### src/rtl/eight_bit_accumulator.sv
// rtl/eight_bit_accumulator.sv - batch accumulator folding an 8-bit operand stream through eight_bit_adder

// Combinational 8-bit adder with carry in/out.
module eight_bit_adder (
  input  logic [7:0] a,
  input  logic [7:0] b,
  input  logic       carry_in,
  output logic [7:0] sum,
  output logic       carry_out
);

  logic [8:0] full;

  // Nine-bit add so the carry-out falls out as the top bit.
  always_comb begin
    full      = {1'b0, a} + {1'b0, b} + {8'd0, carry_in};
    sum       = full[7:0];
    carry_out = full[8];
  end

endmodule

// Accumulates N_OPS operands per batch, then offers the result on a
// valid/ready port. All outputs come from registers or the state register.
module eight_bit_accumulator #(
  parameter int N_OPS = 4
) (
  input  logic       clk,
  input  logic       reset,
  input  logic       clear,
  input  logic       in_valid,
  output logic       in_ready,
  input  logic [7:0] in_data,
  output logic       out_valid,
  input  logic       out_ready,
  output logic [7:0] out_sum,
  output logic [7:0] out_carry_count,
  output logic       out_overflow
);

  typedef enum logic {ACCUM = 1'b0, DONE = 1'b1} state_t;

  localparam logic [7:0] LAST_OP = 8'(N_OPS - 1);

  state_t     state;
  logic [7:0] acc;
  logic [7:0] carry_cnt;
  logic [7:0] op_cnt;
  logic [7:0] add_sum;
  logic       add_carry;

  eight_bit_adder u_adder (
    .a         (acc),
    .b         (in_data),
    .carry_in  (1'b0),
    .sum       (add_sum),
    .carry_out (add_carry)
  );

  // Batch FSM: reset and clear both abort; otherwise accept operands in
  // ACCUM and hold the result in DONE until the consumer takes it.
  always_ff @(posedge clk) begin
    if (reset || clear) begin
      state     <= ACCUM;
      acc       <= 8'd0;
      carry_cnt <= 8'd0;
      op_cnt    <= 8'd0;
    end else begin
      case (state)
        ACCUM: begin
          if (in_valid) begin
            acc <= add_sum;
            if (add_carry && (carry_cnt != 8'hFF)) begin
              carry_cnt <= carry_cnt + 8'd1;
            end
            if (op_cnt == LAST_OP) begin
              op_cnt <= 8'd0;
              state  <= DONE;
            end else begin
              op_cnt <= op_cnt + 8'd1;
            end
          end
        end
        DONE: begin
          if (out_ready) begin
            acc       <= 8'd0;
            carry_cnt <= 8'd0;
            op_cnt    <= 8'd0;
            state     <= ACCUM;
          end
        end
        default: state <= ACCUM;
      endcase
    end
  end

  // Handshake flags decode straight from the state; result fields come
  // from the registers unconditionally since they are don't-care in ACCUM.
  always_comb begin
    in_ready        = (state == ACCUM);
    out_valid       = (state == DONE);
    out_sum         = acc;
    out_carry_count = carry_cnt;
    out_overflow    = |carry_cnt;
  end

endmodule

### config.mk
export PLATFORM = sky130hd
export DESIGN_NAME = eight_bit_accumulator
export DESIGN_NICKNAME = d
export VERILOG_FILES = /design/src/rtl/eight_bit_accumulator.sv
export SDC_FILE = /design/constraint.sdc
export NUM_CORES = 1
export LEC_CHECK = 0
export ABC_AREA = 1
export CAP_MARGIN = 20
export CORE_MARGIN = 2
export CORE_UTILIZATION = 48
export CTS_CLUSTER_DIAMETER = 60
export DETAILED_ROUTE_END_ITERATION = 8
export PLACE_DENSITY_LB_ADDON = 0.12
export SYNTH_ARGS = -nofsm -noshare
export SYNTH_HDL_FRONTEND = slang
export SYNTH_HIERARCHICAL = 1
export SYNTH_SLANG_ARGS = --single-unit
### constraint.sdc
create_clock -name clk -period 2.6 [get_ports clk]
set_input_delay 0.52 -clock clk [delete_from_list [all_inputs] [get_ports clk]]
set_output_delay 0.52 -clock clk [all_outputs]
set_load 0.02 [all_outputs]
# After elaboration in Yosys (flattened, before gate mapping)
# Cells that the tools add are included.
[op_classes] eq_ne=5 n_addsub=3 n_bitwise=1 n_reduce_logical=5 mux=13
[ops] op="2-to-1 mux 8 bit" n=6
[ops] op="case mux 8 bit (2 select lines)" n=3
[ops] op="adder 8 x 1 -> 8 bit (second input constant)" n=2
[ops] op="adder 8 x 8 -> 9 bit" n=1
[ops] op="== test 8 x 2 -> 1 bit (second input constant)" n=1
[ops] op="inequality test 8 bit (second input constant)" n=1
[ops] op="OR reduction 8 bit" n=1
[ops] op="inequality test 2 bit (second input constant)" n=2
[ops] op="2-to-1 mux 1 bit" n=3
[ops] op="AND reduction 3 bit" n=1
[ops] op="inequality test 2 x 1 -> 1 bit (second input constant)" n=1
[ops] op="case mux 1 bit (2 select lines)" n=1
[ops] op="AND reduction 2 bit" n=1
[ops] op="logical AND 1 bit" n=1
[ops] op="logical OR 1 bit" n=1
[ops] op="inverter 1 bit" n=1
[word_totals] output_inout_bits=19 register_bits=25 wordCells=31 inputBits=13

# Logic depth before layout (Yosys ltp)
# Gate-level depths: netlist (run 1).
[depth] depth_word=5 mapped_depth=16 ltp_nobuf=15

# Cells and area by module
# Netlist (run 1), hierarchy kept.
[modules_own_cells] module="eight_bit_accumulator" n_inst=1 cells_each=188 area_per_inst_um2=1286.2 seq_area_each_um2=500.5
[modules_own_cells] module="eight_bit_adder" n_inst=1 cells_each=59 area_per_inst_um2=384.1 seq_area_each_um2=0.0

# Worst setup path after synthesis (run 1)
# OpenSTA, ideal clock, no wires.
[synth_timing] kind="input -> register" from="input port in_data[0]" to="register carry_cnt[5] (netlist: out_carry_count[5])" path_stages=15 required_ns=2.486 n_path_buf=1 t_arrival_ns=2.261 setup_time_ns=0.114 path_slack_ns=0.224 path_cell_list="fa_1 fa_1 nand2_1 nand2_1 nand3b_4 nand2_1 nand2_1 nand2_1 inv_1 nor2_4 nand2_4 nand2_4 buf_6 a21oi_1 nor2_1"
[synth_between] elab_chain_len=4
[synth_lines] element="start: declaration" line_no="33" source="input logic [7:0] in_data,"
[synth_lines] element="adder 8 x 8 -> 9 bit" line_no="16" source="full = {1'b0, a} + {1'b0, b} + {8'd0, carry_in};"
[synth_lines] element="net add_carry" line_no="50" source="logic add_carry;"
[synth_lines] element="logical AND 1 bit" line_no="73" source="if (add_carry && (carry_cnt != 8'hFF)) begin"
[synth_lines] element="inequality test 2 x 1 -> 1 bit (no line)"
[synth_lines] element="AND reduction 3 bit (no line)"
[synth_lines] element="end signal: assignment" line_no="74" source="carry_cnt <= carry_cnt + 8'd1;"
[synth_lines] element="end: declaration" line_no="47" source="logic [7:0] carry_cnt;"
# The timed path passes the listed nets, and every way through them passes these cells.
# A chain may end at the register's enable or synchronous reset.

# Worst setup path after layout (run 1)
[layout_timing] from="input port in_data[0]" to="register carry_cnt[4] (netlist: out_carry_count[4])"
# The elaborated chain is that of the path after synthesis.

==> run_results.csv, run 1 <==
group,metric,value,unit
outcome,outcome,"finished clean",
global_route,grt_max_degree,16,
sta,fin_setup_tns,0,ps
pwr,p_per_area,358,nW/um2
clock_tree,clkTransAtPathRegs,140,ps
final_layout,drive_above_1_share,10.0,%
clock_tree,clkSinkCount,25,
pwr,p_switching,212,uW
global_route,grt_overflow_total,0,
synth,ys_types,31,
final_layout,final_common_cell,"nand2_1",
route,postRouteAntennaNets,0,
pwr,p_int,522,uW
final_layout,most-common-layout-cells,"nand2_1 (77), clkdlybuf4s50_1 (31), nor2_1 (28)",
route,wirelength_met1,1.70,mm
final_layout,fin_nets,306,
sta,skew,1.37,ps
floorplan,fp.dieArea,3970,um2
setup_path,crit-reg2reg-launch,"out_sum[0]$_SDFFE_PP0P_",
synth,synth_warnings,6,
pwr,ir_worst_vdd,0.000166,V
setup_path,slowest_delay,430,ps
global_route,grt_pass1_vias,1488,
setup_path,worstSetupPathType,"in2reg",
pwr,combPwrFrac,20.9,%
route,avgRoutedWirePerCell,10.9,um
route,highest_layer,"met4",
job,cap_violations,0,
setup_path,cpMostUsedCell,"nand2_1",
sta,period_needed,2430,ps
synth,synth_top_area_share,30.0,%
sta,setup_viol,0,
pwr,seqPwrFrac,54.2,%
clock_tree,cts_tree,"yes",
clock_tree,insertion_delay,320,ps
clock_tree,htree_levels,1,
route,vias,1614,
route,routed_via_density,4.97,
synth,yosysTopAreaCell,"dfxtp_1",
setup_path,critPathSlowestCell,"clkdlybuf4s50_1",
setup_path,cp_cell_sequence,"clkdlybuf4s50_1 > fa_2 > fa_1 > nand2_1 > nand2_1 > nand3b_4 > nand2_1 > nand2_1 > nand2_1 > inv_1 > nor2_4 > nand2_4 > nand2_8 > a21oi_1 > nor2_1",
global_route,antenna_found_initial,0,
sta,rsz0062_at_grt,"no",
floorplan,start_util,50.1,%
route,drcViolationCount,0,
floorplan,fp-row-count,21,
sta,maxSlewViolCount,0,
setup_path,startpoint,"in_data[0]",
place,port_buffers,31,
pwr,leakage,0.872,nW
setup_path,crit_path_end_kind,"flip-flop",
clock_tree,clockBufferDepth,2,
setup_path,startpoint_type,"input pin",
place,place_congestion,0.867,
route,dr_wl_met3,121,um
final_layout,syn2layout_area_growth,22.8,%
clock_tree,post_cts_buffers,0,
synth,syn_nets,273,
synth,syn_area,1670,um2
floorplan,fp.dieH,63.0,um
route,wl_met2,1.66,mm
global_route,grt_use_total,19.0,%
sta,hold_viol,0,
synth,synth_area_leaders,"dfxtp_1 (30%), nand2_1 (17%), ha_1 (8.2%)",
synth,synth_area_per_cell,6.76,um2
sta,fmax,0.412,GHz
floorplan,die_width,63.0,um
final_layout,utilization,61.5,%
clock_tree,cts_root_buffer,"clkbuf_4",
synth,ys_ff_latch,25,
clock_tree,numCtsBuffers,3,
route,firstDrtPassIters,4,
route,drtIter0Drc,118,
final_layout,insertedDiodeCount,0,
setup_path,cp.required,2840,ps
synth,syn_inst,247,
route,wl,3.53,mm
place,hpwl,2.66,mm
pwr,clock_power_share,24.9,%
pwr,swShare,28.9,%
floorplan,io_pins,32,
setup_path,arrival,2670,ps
floorplan,core_area,3340,um2
synth,ys_seq_area_share,30.0,%
min_path,hold_class,"reg2reg",
min_path,hp-start,"out_sum[4]$_SDFFE_PP0P_",
setup_path,cp_max_fo,12,
clock_tree,cts_hold_buffers,0,
setup_path,r2r_slack,400,ps
sta,post-route-period-util,93.5,%
global_route,grt_pass1_wl,6.26,mm
final timing paths:
kind | cells after the start | endpoint
setup / recovery | 15 | out_carry_count[4]$_SDFFE_PP0P_
hold / removal | 2 | out_sum[4]$_SDFFE_PP0P_
setup reg to reg | 14 | out_carry_count[4]$_SDFFE_PP0P_
hold reg to reg | 2 | out_sum[4]$_SDFFE_PP0P_
metrics by stage:
step / hold WS [ps] / area (um2) / setup WS [ps] / std cells / power [mW]
floorplan: 463 / 1670 / 224 / 247 / 0.509
global placement: 476 / 2010 / -223 / 321 / 0.558
detailed placement: 479 / 2010 / -266 / 321 / 0.559
CTS: 500 / 2040 / 99.3 / 325 / 0.742
global route: 525 / 2050 / 17.9 / 325 / 0.777
finish: 498 / 2050 / 170 / 325 / 0.734
state kept, by name, indices dropped and copies added (netlist names):
| signal | cells |
|---|---|
| out_sum | 8 |
| op_cnt | 8 |
| out_carry_count | 8 |
| out_valid | 1 |
worst max-delay path, delay by kind of cell:
| kind | cells | cell delay [ps] |
|---|---|---|
| and+or+nand+nor | 10 | 720 |
| AOI/OAI and AO/OA | 1 | 140 |
| adders and majority gates | 2 | 770 |
| buffers and inverters | 2 | 510 |
what timing repair did:
item                                    CTS  global route
resized for setup                         0             2
endpoints found under the setup margin    0             6
hold endpoints to repair                  0             0
kinds of logic (layout without fill, tap and decap cells):
family	count (synthesis)	count (layout)	share of synthesized area [%]
compound gates	34	34	10.5
other cells	1	1	0.225
simple gates	142	142	39.0
xor+xnor	5	5	2.62
fa+ha+maj	13	13	10.6
flops	25	25	30.0
buf+inv	27	59	7.04
power by group through the flow:
stage          clock network (mW)  logic [mW]  registers [mW]
2_1_floorplan                   0      0.0966           0.413
3_3_place_gp                    0       0.152           0.406
3_5_place_dp                    0       0.153           0.406
4_1_cts                     0.191       0.154           0.398
5_1_grt                     0.204       0.173           0.400
6_report                    0.183       0.153           0.398
layer usage:
| metal | GRT usage, % | vias to the layer above |
|---|---|---|
| met2 | 33.4 | 31 |
| met5 | 0 | - |
| met1 | 23.6 | 729 |
| met4 | 6.67 | 0 |
| li1 | - | 849 |
| met3 | 2.70 | 5 |
cell usage after synthesis, drive strengths merged:
| master | n |
|---|---|
| a21oi | 24 |
| a22oi | 1 |
| buf | 3 |
| clkbuf | 1 |
| clkinv | 1 |
| conb | 1 |
| dfxtp | 25 |
| fa | 2 |
| ha | 11 |
| inv | 22 |
| nand2 | 88 |
| nand3 | 12 |
| nand3b | 2 |
| nand4 | 2 |
| nor2 | 32 |
| nor3 | 3 |
| o21ai | 8 |
| o21bai | 1 |
| or2 | 3 |
| xnor2 | 2 |
| xor2 | 3 |
area by class of cell:
cell class / instances / area [um2]
Clock buffer: 4 / 26.3
Fill cell: 330 / 1280
Inverter: 23 / 86.3
Multi-Input combinational cell: 195 / 1060
Sequential cell: 25 / 500
Tap cell: 46 / 57.6
Timing Repair Buffer: 32 / 318
Power figures use the tool's default switching activity.
==> run 2, diff against run 1 <==
--- a/config.mk
+++ b/config.mk
@@ -12,6 +12,7 @@
 export CTS_CLUSTER_DIAMETER = 60
 export DETAILED_ROUTE_END_ITERATION = 8
 export PLACE_DENSITY_LB_ADDON = 0.12
+export REMOVE_ABC_BUFFERS = 1
 export SYNTH_ARGS = -nofsm -noshare
 export SYNTH_HDL_FRONTEND = slang
 export SYNTH_HIERARCHICAL = 1
==> run 2 against run 1 <==
  * Sequential cell count unchanged
  * Final area about the same
  * Utilization hardly changed
  * Critical endpoint is now out_carry_count[5]$_SDFFE_PP0P_
  * Via count decreased by 2.2%
  * Register-to-register slack worse by 20 ps
  * Count of clock-buffer cells in the layout shrank 1
  * Setup slack got worse by 2.5 ps
  * Hold slack lost 4.9 ps
  * Routed wire length down 0.65%
  * Die area stayed put
  * Clock skew increased by 9.6 ps
  * Total power up 0.46%
==> run_results.csv, run 2 (synthesized netlist as in run 1, its figures left out) <==
group,metric,value,unit
sta,setup_viol,0,
global_route,use_met1,24.1,%
route,routed_via_density,4.86,
floorplan,fp.dieH,63.0,um
pwr,p_per_area,359,nW/um2
clock_tree,post_cts_buffers,0,
final_layout,register_area,500,um2
floorplan,fp.dieArea,3970,um2
clock_tree,cts_root_buffer,"clkbuf_4",
place,place_congestion,0.834,
setup_path,worstSetupPathType,"in2reg",
sta,skew,11.0,ps
floorplan,core_area,3340,um2
pwr,seqPwrFrac,53.9,%
final_layout,final_common_cell,"nand2_1",
pwr,p_switching,218,uW
global_route,grt_pass1_wl,6.18,mm
final_layout,drive_above_1_share,10.8,%
setup_path,critPathSlowestCell,"clkdlybuf4s50_1",
global_route,grtUsageMet2,32.3,%
route,avgRoutedWirePerCell,10.8,um
pwr,leakage,0.875,nW
route,vias,1578,
global_route,grt.busiest_layer,"met2",
pwr,swShare,29.5,%
clock_tree,htree_levels,1,
final_layout,fill_cells,344,
clock_tree,cts_hold_buffers,0,
pwr,clock_power_share,25.3,%
min_path,min_path_cells,2,
sta,hold-worst-slack,493,ps
route,postRouteAntennaNets,0,
floorplan,start_util,50.1,%
setup_path,cp_cell_sequence,"clkdlybuf4s50_1 > fa_2 > fa_1 > nand2_1 > nand2_1 > nand3b_4 > nand2_1 > nand2_1 > nand2_1 > inv_2 > nor2_4 > nand2_4 > nand2_8 > a21oi_1 > nor2_1",
place,hpwl,2.67,mm
global_route,grt_pass1_vias,1447,
global_route,antenna_found_initial,0,
floorplan,io_pins,32,
clock_tree,cts_tree,"yes",
final_layout,fin_nets,306,
final_layout,insertedDiodeCount,0,
clock_tree,numCtsBuffers,3,
route,drcViolationCount,0,
sta,maxSlewViolCount,0,
sta,fmax,0.411,GHz
final_layout,utilization,61.5,%
clock_tree,ctsResizeCount,0,
setup_path,cp_max_fo,12,
sta,period_needed,2430,ps
setup_path,r2r_slack,380,ps
pwr,ir_worst_vdd,0.000226,V
place,port_buffers,31,
floorplan,die_width,63.0,um
setup_path,crit_path_end_kind,"flip-flop",
global_route,grt_use_total,19.0,%
route,wl,3.51,mm
final_layout,most-common-layout-cells,"nand2_1 (77), clkdlybuf4s50_1 (31), nor2_1 (28)",
setup_path,arrival,2670,ps
route,drtIter0Drc,96,
min_path,hold_class,"reg2reg",
setup_path,rr_worst_depth,14,
floorplan,fp-row-count,21,
final_layout,multi_input_area,1060,um2
setup_path,startpoint_type,"input pin",
global_route,use_met3,3.06,%
job,cap_violations,0,
global_route,grt_max_degree,16,
setup_path,slowest_delay,430,ps
clock_tree,clkSinkCount,25,
clock_tree,clockBufferDepth,2,
sta,fin_setup_tns,0,ps
setup_path,cpMostUsedCell,"nand2_1",
clock_tree,clkTransAtPathRegs,140,ps
outcome,outcome,"finished clean",
sta,rsz0062_at_grt,"no",
route,firstDrtPassIters,4,
sta,hold_viol,0,
pwr,combPwrFrac,20.8,%
pwr,p_int,520,uW
clock_tree,insertion_delay,330,ps
global_route,grt_overflow_total,0,
final_layout,syn2layout_area_growth,22.9,%
setup_path,cp.required,2840,ps
sta,post-route-period-util,93.6,%
run 2: cell types whose count changed in the layout (fill, tap and decap cells not counted):
| cell | change |
|---|---|
| clkbuf_1 | -1 |
| clkinv_2 | +1 |
| inv_1 | -1 |
| inv_2 | +1 |
run 2: layout make-up:
| class | count | share of cell area, % |
|---|---|---|
| clock buffers | 3 | 1.10 |
| clock inverters | 1 | 0.244 |
| multi-input cells | 195 | 51.8 |
| inverters | 23 | 4.20 |
| well taps | 46 | 2.80 |
| repair buffers | 32 | 15.5 |
| flip-flops and latches | 25 | 24.4 |
run 2: layer usage:
layer,share of wire (%),wire [um]
met1,48,1700
met2,47,1640
met5,0,0
met3,3.8,135
met4,0.97,34
run 2: final timing paths:
path                                         startpoint                               to
worst min-delay path            out_sum[6]$_SDFFE_PP0P_          out_sum[6]$_SDFFE_PP0P_
worst min register to register  out_sum[6]$_SDFFE_PP0P_          out_sum[6]$_SDFFE_PP0P_
worst max-delay path                         in_data[0]  out_carry_count[5]$_SDFFE_PP0P_
worst max register to register  out_sum[0]$_SDFFE_PP0P_  out_carry_count[5]$_SDFFE_PP0P_
run 2: worst max-delay path, delay by kind of cell:
family / cells / cell delay, ps
fa+ha+maj: 2 / 770
compound gates: 1 / 150
simple gates: 10 / 720
buf+inv: 2 / 500
run 2: power by group through the flow:
stage / Sequential (mW) / Combinational (mW) / Clock [mW]
floorplan: 0.413 / 0.0927 / 0
global placement: 0.406 / 0.153 / 0
detailed placement: 0.406 / 0.153 / 0
CTS: 0.398 / 0.154 / 0.186
global route: 0.399 / 0.172 / 0.210
finish: 0.398 / 0.153 / 0.187
run 2: metrics by stage:
stage	area, um2	total power, mW	worst slack (ps)	instances
2_1_floorplan	1640	0.505	301	243
3_3_place_gp	2010	0.559	-223	321
3_5_place_dp	2010	0.559	-293	321
4_1_cts	2040	0.738	57.2	325
5_1_grt	2050	0.781	4.22	325
6_report	2050	0.738	167	325
